File: src/rtl/n_bit_adder_pkg.sv
// Shared constants for the registered ripple-carry adder.
//   ADDER_W_DEFAULT : default operand/sum width used by n_bit_adder.
package n_bit_adder_pkg;

  localparam int unsigned ADDER_W_DEFAULT = 4;

endpackage

File: src/rtl/n_bit_adder_full_adder_cell.sv
// One-bit full adder cell; the ripple chain in n_bit_adder is built from these.
// Ports:
//   a_i, b_i : operand bits
//   cin_i    : carry into this bit
//   sum_o    : sum bit
//   cout_o   : carry out of this bit
module full_adder_cell (
  input  logic a_i,
  input  logic b_i,
  input  logic cin_i,
  output logic sum_o,
  output logic cout_o
);

  logic prop;

  always_comb begin
    prop   = a_i ^ b_i;
    sum_o  = prop ^ cin_i;
    cout_o = (a_i & b_i) | (cin_i & prop);
  end

endmodule

File: src/rtl/n_bit_adder.sv
// N-bit ripple-carry adder with a single registered output stage.
// Ports:
//   clk       : clock, registers update on the rising edge
//   rst_n     : asynchronous active-low reset, clears all outputs
//   input1    : operand A (unsigned or two's complement)
//   input2    : operand B
//   carry_in  : carry into bit 0
//   answer    : registered (input1 + input2 + carry_in) mod 2^N
//   carry_out : registered carry out of bit N-1
//   overflow  : registered two's-complement overflow flag
module n_bit_adder
  import n_bit_adder_pkg::*;
#(
  parameter int unsigned N = ADDER_W_DEFAULT
) (
  input  logic         clk,
  input  logic         rst_n,
  input  logic [N-1:0] input1,
  input  logic [N-1:0] input2,
  input  logic         carry_in,
  output logic [N-1:0] answer,
  output logic         carry_out,
  output logic         overflow
);

  // carry[i] is the carry into bit i; carry[N] is the final carry out.
  logic [N:0]   carry;
  logic [N-1:0] sum;

  logic [N-1:0] answer_d, answer_q;
  logic         carry_out_d, carry_out_q;
  logic         overflow_d, overflow_q;

  assign carry[0] = carry_in;

  for (genvar i = 0; i < N; i++) begin : gen_chain
    full_adder_cell u_cell (
      .a_i   (input1[i]),
      .b_i   (input2[i]),
      .cin_i (carry[i]),
      .sum_o (sum[i]),
      .cout_o(carry[i+1])
    );
  end

  always_comb begin
    answer_d    = sum;
    carry_out_d = carry[N];
    // Signed overflow: carry into the sign bit differs from carry out of it.
    // For N = 1 the carry into the sign bit is carry_in itself.
    overflow_d  = carry[N] ^ carry[N-1];
  end

  always_ff @(posedge clk or negedge rst_n) begin
    if (!rst_n) begin
      answer_q    <= '0;
      carry_out_q <= 1'b0;
      overflow_q  <= 1'b0;
    end else begin
      answer_q    <= answer_d;
      carry_out_q <= carry_out_d;
      overflow_q  <= overflow_d;
    end
  end

  assign answer    = answer_q;
  assign carry_out = carry_out_q;
  assign overflow  = overflow_q;

endmodule

File: config.mk
export PLATFORM = sky130hd
export DESIGN_NAME = n_bit_adder
export DESIGN_NICKNAME = d
export VERILOG_FILES = /design/src/rtl/n_bit_adder_pkg.sv /design/src/rtl/n_bit_adder_full_adder_cell.sv /design/src/rtl/n_bit_adder.sv
export SDC_FILE = /design/constraint.sdc
export NUM_CORES = 1
export LEC_CHECK = 0
export BUFFER_PORTS_ARGS = -buffer_cell sky130_fd_sc_hd__buf_2
export CAP_MARGIN = 20
export CORE_AREA = 2 2 39 41
export CTS_CLUSTER_SIZE = 30
export DETAILED_ROUTE_END_ITERATION = 8
export DIE_AREA = 0 0 41 43
export PLACE_DENSITY = 0.42
export SLEW_MARGIN = 40
export SYNTH_ARGS = -nofsm -noshare
export SYNTH_HDL_FRONTEND = slang
export SYNTH_SLANG_ARGS = --single-unit
File: constraint.sdc
create_clock -name clk -period 1.5 [get_ports clk]
set_clock_uncertainty 0.15 [all_clocks]
set_input_delay 0.3 -clock clk [delete_from_list [all_inputs] [get_ports clk]]
set_output_delay 0.3 -clock clk [all_outputs]
set_load 0.02 [all_outputs]
==> impl_metrics.toml <==
[yosys]
yosysTopAreaCell = "dfrtp_1"
synth_seq_area_share_pct = 54.3
ys_types = 4
synth_fp_nets = 36
synth_seq_cells = 6
netlist_top_cells_area = "dfrtp_1, fa_1, inv_1"
synth_cells = 21
syn_area_per_cell_sq_um = 13.2
netlist.area_leader.share_pct = 54.3
synthesis.area_sq_um = 277
ys_warn_count = 0

[global_route]
antenna_found_initial = 0
busiest_layer = "met4"
grt_pass1_wl_um = 586
use_met3_pct = 0
grt_max_degree = 7
grt_util_met2_pct = 9.69
gr-total-overflow = 0
grt_use_total_pct = 5.99
grt_pass1_vias = 203
gr-usage-met1_pct = 2.33

[clock_tree]
cts_sinks = 6
post-cts-setup-buffers = 0
clk_path_buf_depth = 2
cts_max_level = 1
clk_pin_slew_ns = 0.04
tritoncts = "built"
cts_inserted_buffers = 3
root_buffer = "clkbuf_4"

[sta]
slew_headroom_pct = 91.5
setup_slack_ns = -0.385
final.period_utilization_pct = 126
min_period_ns = 1.89
hold_violations = 0
worstMarginPinSlew_ns = 0.127
final_max_slew_viol_count = 0
clock.fmax_ghz = 0.530
finalSetupViolCount = 4
rsz0062_at_grt = "yes"

[setup_path]
start_kind = "input port"
path_class = "in2reg"
crit_arrival_ns = 1.91
cp.required_ns = 1.53
crit_fanout = 2
crit_path_end_kind = "flip-flop"

[drt]
ant_nets = 0
num_vias = 196
drt-initial-drc-count = 0
routed_wl_um = 409
wl_per_cell_um = 7.05
drc = 0
first_pass_iters = 1
viasPerCell = 3.38

[pwr]
cellLeakagePower_uw = 0.000236
p_per_area_mw_per_mm2 = 1060
ir_worst_vdd_mv = 0.218
p_total_uw = 460

[cells_and_area]
drive_above_1_share_pct = 64.3
final_cell_mix = "buf_2, inv_1, dfrtp_1"
area.growth.synth_to_final_pct = 56.6
final_common_cell = "buf_2"
diodes = 0
final_util_pct = 31.3
nets = 59

[run_status]
outcome = "complete, but fails checks"
violations = "negative setup slack"

[floorplan]
die_w_um = 41
core_sq_mm = 0.00138
die_h_um = 43
start_util_pct = 20.0
rows = 14
ios = 17
die_area_sq_mm = 0.00176

[run]
maxCapViolCount = 0

[worst_hold_path]
hp-class = "in2reg"

[placed_design]
io_buffer_count = 16
dp_hpwl_um = 369
gp_congestion = 0.614
==> worst max-delay path: stages <==
cell and delay [ns]:
buf_6 0.09, fa_2 0.37, inv_2 0.06, fa_2 0.18
inv_2 0.03, fa_2 0.34, inv_2 0.06, fa_2 0.41
inv_1 0.06
==> per-layer routing <==
layer / part of all wire, % / wire length, um
met3: 12 / 49
met2: 56 / 228
met1: 27 / 110
met4: 4.6 / 19
met5: 0 / 0
==> cell type report <==
cell class | instances | area, sq um
flip-flops and latches | 6 | 150
fillers | 151 | 951
clock buffers | 3 | 22.5
repair buffers | 18 | 104
multi-input cells | 5 | 98.8
well taps | 16 | 20.0
inverters | 10 | 37.5
==> logic make-up after synthesis <==
kind of cell | count (synthesis) | synth area share [%]
buffers and inverters | 10 | 13.6
DFF | 6 | 54.3
xor gates and xnor gates | 1 | 3.17
adders and majority gates | 4 | 29.0
==> worst paths after layout <==
kind / startpoint / to / slack, ns / cells past startpoint
setup / recovery: input1[0] / answer[3] / -0.39 / 9
hold / removal: input1[0] / answer[0] / 0.21 / 2
max in group asynchronous: rst_n / answer[0] / 0.80 / 2
min in group asynchronous: rst_n / overflow / 0.27 / 2
==> flip-flops by register name, summed over array words and instances, names as in the netlist <==
| name | flops |
|---|---|
| answer | 4 |
| carry_out | 1 |
| overflow | 1 |
==> what timing repair did <==
action	CTS	global route
hold buffers	1	0
pin swaps	1	0
setup endpoints to repair	4	4
endpoints found under the hold margin	6	0
gates resized for setup	1	0
==> where the power goes <==
part	leakage (uW)	internal, uW	switching, uW
Clock	0.0000138	89.8	47.9
Combinational	0.000152	53.1	74.3
Sequential	0.0000699	189	5.48
Total	0.000236	332	128
==> through the flow <==
stage	TNS, ns	std cells	area [sq um]	hold WS, ns	setup slack (ns)
after CTS	-0.838	58	433	0.197	-0.386
after global routing	-1.00	58	433	0.205	-0.427
after floorplan	-1.33	21	287	-0.146	-0.507
after global placement	-1.90	54	394	-0.0285	-0.640
after detailed placement	-1.96	54	394	-0.0262	-0.656
final	-0.851	58	433	0.206	-0.385
==> cell usage after synthesis <==
| library cell | n |
|---|---|
| fa_1 | 4 |
| xnor2_1 | 1 |
| dfrtp_1 | 6 |
| inv_1 | 10 |
Note: power is estimated with default switching activity, not from simulation.
